File: src/rtl/k12a_clock_pkg.sv
// Shared types and helpers for the K12A CPU clock sequencer.
package k12a_clock_pkg;

    typedef enum logic [1:0] {
        CLK_HALTED = 2'd0,
        CLK_RUN    = 2'd1,
        CLK_STEP   = 2'd2
    } clk_state_t;

    // Width of the wait-state down-counter; never narrower than one bit.
    function automatic int wait_w(input int n);
        int w;
        w = $clog2(n + 1);
        return (w < 1) ? 1 : w;
    endfunction

endpackage

File: src/rtl/k12a_clock_seq.sv
// K12A CPU clock sequencer: cpu_clock generation, run/halt/step control, wait-state stretching.
// Optional cycle counter enabled by defining K12A_CYCLE_COUNTER_EN.
module k12a_clock_seq
    import k12a_clock_pkg::*;
#(
    parameter int WAIT_STATES   = 2,
    parameter bit START_RUNNING = 1'b1
) (
    input  logic        sys_clock,
    input  logic        reset_n,
    input  logic        run_req,
    input  logic        halt_req,
    input  logic        step_req,
    input  logic        wait_req,
    output logic        cpu_clock,
    output logic        async_write,
    output logic        halted,
    output logic        step_done,
    output logic [31:0] cycle_count
);

    localparam int              WW      = wait_w(WAIT_STATES);
    localparam logic [WW-1:0]   WS_INIT = WW'(WAIT_STATES);
    localparam clk_state_t      RST_ST  = START_RUNNING ? CLK_RUN : CLK_HALTED;

    clk_state_t    state;
    logic [WW-1:0] wait_cnt;
    logic          write_en;
    logic          in_cycle;   // a high phase has been issued since leaving HALTED
    logic          halt_pend;  // halt seen during RUN, honoured at the next boundary
    logic          cycle_done;

    assign cycle_done  = (state != CLK_HALTED) && in_cycle && !cpu_clock && (wait_cnt == '0);
    assign async_write = sys_clock & ~cpu_clock & write_en;
    assign halted      = (state == CLK_HALTED);

    always_ff @(posedge sys_clock or negedge reset_n) begin
        if (!reset_n) begin
            state     <= RST_ST;
            cpu_clock <= 1'b0;
            write_en  <= 1'b0;
            wait_cnt  <= '0;
            step_done <= 1'b0;
            in_cycle  <= 1'b0;
            halt_pend <= 1'b0;
        end else begin
            step_done <= 1'b0;
            case (state)
                CLK_HALTED: begin
                    cpu_clock <= 1'b0;
                    write_en  <= 1'b0;
                    wait_cnt  <= '0;
                    in_cycle  <= 1'b0;
                    halt_pend <= 1'b0;
                    if (!halt_req) begin
                        if (run_req)
                            state <= CLK_RUN;
                        else if (step_req)
                            state <= CLK_STEP;
                    end
                end
                CLK_RUN, CLK_STEP: begin
                    if (state == CLK_RUN && halt_req)
                        halt_pend <= 1'b1;
                    if (!in_cycle) begin
                        // first edge after entry always opens a full high phase
                        cpu_clock <= 1'b1;
                        in_cycle  <= 1'b1;
                    end else if (cpu_clock) begin
                        cpu_clock <= 1'b0;
                        if (wait_req && (WAIT_STATES > 0)) begin
                            wait_cnt <= WS_INIT;
                            write_en <= 1'b0;
                        end else begin
                            write_en <= 1'b1;
                        end
                    end else if (!cycle_done) begin
                        wait_cnt <= wait_cnt - WW'(1);
                        write_en <= (wait_cnt == WW'(1));
                    end else begin
                        write_en <= 1'b0;
                        if (state == CLK_STEP) begin
                            state     <= CLK_HALTED;
                            step_done <= 1'b1;
                            in_cycle  <= 1'b0;
                        end else if (halt_req || halt_pend) begin
                            state     <= CLK_HALTED;
                            in_cycle  <= 1'b0;
                            halt_pend <= 1'b0;
                        end else begin
                            cpu_clock <= 1'b1;
                        end
                    end
                end
                default: state <= CLK_HALTED;
            endcase
        end
    end

`ifdef K12A_CYCLE_COUNTER_EN
    always_ff @(posedge sys_clock or negedge reset_n) begin
        if (!reset_n)
            cycle_count <= 32'h0;
        else if (cycle_done)
            cycle_count <= cycle_count + 32'd1;
    end
`else
    assign cycle_count = 32'h0;
`endif

endmodule

File: config.mk
export PLATFORM = sky130hd
export DESIGN_NAME = k12a_clock_seq
export DESIGN_NICKNAME = d
export VERILOG_FILES = /design/src/rtl/k12a_clock_pkg.sv /design/src/rtl/k12a_clock_seq.sv
export SDC_FILE = /design/constraint.sdc
export NUM_CORES = 1
export LEC_CHECK = 0
export CORE_MARGIN = 2
export CORE_UTILIZATION = 45
export CTS_CLUSTER_SIZE = 25
export DETAILED_ROUTE_END_ITERATION = 6
export DONT_BUFFER_PORTS = 1
export GPL_ROUTABILITY_DRIVEN = 0
export PLACE_DENSITY = 0.69
export SYNTH_ARGS = -nofsm -noshare
export SYNTH_HDL_FRONTEND = slang
export SYNTH_SLANG_ARGS = --single-unit
File: constraint.sdc
create_clock -name sys_clock -period 2.07 [get_ports sys_clock]
set_clock_uncertainty 0.1 [all_clocks]
set_input_delay 0.1035 -clock sys_clock [delete_from_list [all_inputs] [get_ports sys_clock]]
set_output_delay 0.1035 -clock sys_clock [all_outputs]
set_load 0.005 [all_outputs]
==> impl_metrics.json <==
{
  "antenna_found_initial": 0,
  "whs_ps": -2.59,
  "drt_first_pass_iters": 4,
  "ys_types": 33,
  "hold_viol_final": 5,
  "ant_nets": 0,
  "clk_latency_ps": 370,
  "rows": 15,
  "cp_data_required_time_ps": 2250,
  "maxCapViolCount": 0,
  "drtIter0Drc": 7,
  "met3_usage": 0.106,
  "design_area_um2": 858,
  "dp_slack_ps": 251,
  "place_hpwl_um": 1110,
  "fin_util": 0.487,
  "antenna_cells": 0,
  "use_met1": 0.168,
  "finalCriticalPeriod_ps": 1820,
  "finalNonFillerCells": 133,
  "synth_area_leader_cell": "buf_4",
  "final.setup.tns_ps": 0,
  "start_kind": "flip-flop",
  "die-area_mm2": 0.00226,
  "synth-seq-cells": 9,
  "start_util": 0.484,
  "vdd_drop_max_uv": 581,
  "grt_pass1_vias": 586,
  "max_clock_freq_mhz": 550,
  "dp_cells": 121,
  "post-route-period-util": 0.879,
  "die_y_um": 47.6,
  "clk_pin_slew_ps": 60,
  "min-delay-path-class": "in -> async",
  "yosysWarnings": 0,
  "rsz0062_at_grt": "false",
  "wirelength_um": 1450,
  "setup_viol": 0,
  "grtUsageTotal": 0.168,
  "fill_cells": 184,
  "placed_cell_area_um2": 759,
  "dr_total_vias": 621,
  "status": "complete, but fails checks",
  "synthCells": 98,
  "regArea_um2": 226,
  "cts_tree": "done",
  "port_buffers": 0,
  "syn-cell-area_um2": 855,
  "cpPeakStageDelay_ps": 550,
  "ys_seq_area_frac": 0.265,
  "critPathMaxFanout": 4,
  "violations": "negative hold slack",
  "pin_count": 42,
  "viasPerCell": 4.67,
  "grt_use_met2": 0.246,
  "critical_path_class": "reg -> reg",
  "fp.dieW_um": 47.6,
  "path_cells": "inv_1 > ha_1 > nand4bb_4 > o41a_1 > o31ai_2",
  "grt.busiest_layer": "met2",
  "synthTopCellsByArea": "buf_4 (28%), dfrtp_1 (23%), ha_1 (8.8%)",
  "multi_input_comb_area_um2": 457,
  "wire_per_inst_um": 10.9,
  "crit_arrival_ps": 2000,
  "setup.worst_path.end_class": "flip-flop",
  "netlist.area_leader.share": 0.281,
  "drv_slew": 0,
  "grt_max_degree": 10,
  "leakagePower_nw": 0.414,
  "postCtsSetupBuffers": 0,
  "powerDensity_mw_per_mm2": 1290,
  "total_power_mw": 1.10,
  "area_growth_pct": 0.439,
  "nNetsFinal": 121,
  "fp.coreArea_mm2": 0.00176,
  "timing.final.ws_setup_ps": 251,
  "crit_slowest_cell": "dfstp_2",
  "syn_avg_cell_area_um2": 8.72,
  "grt-ovfl-total": 0,
  "grt_pass1_wl_um": 2390,
  "drive_gt1_frac": 0.102,
  "drc": 0
}
[routing by layer]
metal,share of wire,vias up
met1,0.40,292
met5,0,-
met4,0.025,0
met3,0.094,6
li1,-,289
met2,0.48,34
[state kept, by name, summed over array words and instances (netlist names)]
name       cells
in_cycle       1
wait_cnt       2
halt_pend      1
cpu_clock      1
write_en       1
state          2
step_done      1
[cell type report]
cell class | instances | share of cell area
clock buffer | 7 | 0.0569
inverter | 10 | 0.0437
multi-input combinational | 76 | 0.532
sequential | 9 | 0.264
tap | 25 | 0.0364
timing repair buffer | 6 | 0.0671
[worst max-delay path, delay by kind of cell (launching register included)]
family	cells	cell delay, ps
flops	1	550
compound gates	2	530
fa+ha+maj	1	250
simple gates	1	230
buf+inv	1	70
[final timing paths]
kind / from / endpoint / cells past startpoint / slack [ps]
max: state[0]$_DFFE_PN1P_ / cpu_clock$_DFFE_PN0P_ / 5 / 250
min: reset_n / cpu_clock$_DFFE_PN0P_ / 1 / -3
max reg2reg: state[0]$_DFFE_PN1P_ / cpu_clock$_DFFE_PN0P_ / 5 / 250
min reg2reg: write_en$_DFFE_PN0P_ / write_en$_DFFE_PN0P_ / 1 / 420
max in group asynchronous: reset_n / state[0]$_DFFE_PN1P_ / 1 / 1540
min in group sys_clock: step_req / state[1]$_DFFE_PN0P_ / 3 / 20
[repair_timing]
item / in CTS / in global routing
hold buffers: 5 / 0
resized for setup: 0 / 0
setup endpoints to repair: 0 / 0
endpoints found under the hold margin: 14 / 0
[where the power goes]
| part | switching, mW | total (mW) | internal, mW |
|---|---|---|---|
| Combinational | 0.314 | 0.546 | 0.232 |
| Sequential | 0.0892 | 0.337 | 0.248 |
| Clock | 0.0808 | 0.221 | 0.140 |
[cell families after synthesis]
group                    after synthesis  synth area share
buffers and inverters                 44             0.337
AND/OR/NAND/NOR                       18             0.130
adder cells (fa/ha/maj)                6            0.0878
other                                  1           0.00439
AO/OA/AOI/OAI                         20             0.176
flip-flops                             9             0.265
[layout by cell type (no fill, tap or decap), drive strengths merged]
cell	instances
nor2b	2
dlygate4sd3	5
buf	1
nor2	3
o21ai	3
or2	1
o21a	1
o2bb2ai	1
o221ai	2
o31ai	1
dfrtp	8
and2	1
dfstp	1
nand2	5
a22oi	1
o22ai	2
and3	1
a21oi	1
nand3	1
o21bai	1
o41a	1
nand4bb	1
o211ai	2
nand4	1
clkbuf	7
a32oi	1
nand2b	1
ha	6
inv	10
a31oi	2
conb	32
o2111ai	1
nor3	1
[cells in the mapped netlist]
library cell   n
dfrtp_1        8
o2111ai_1      1
conb_1         1
o21a_1         1
o221ai_1       2
nand2_1        5
o211ai_1       2
and3_1         1
o41a_1         1
and2_1         1
o21ai_1        1
buf_4         32
o21bai_1       1
buf_2          2
nor3_1         1
nor2b_1        2
a32oi_1        1
inv_1         10
nand2b_1       1
o2bb2ai_1      1
o31ai_2        1
nand3_1        1
o22ai_1        2
nor2_1         3
o21ai_0        2
nand4_1        1
or2_2          1
a31oi_1        2
a21oi_1        1
dfstp_2        1
ha_1           6
a22oi_1        1
nand4bb_4      1
No activity file was read; power rests on OpenSTA's default activity.
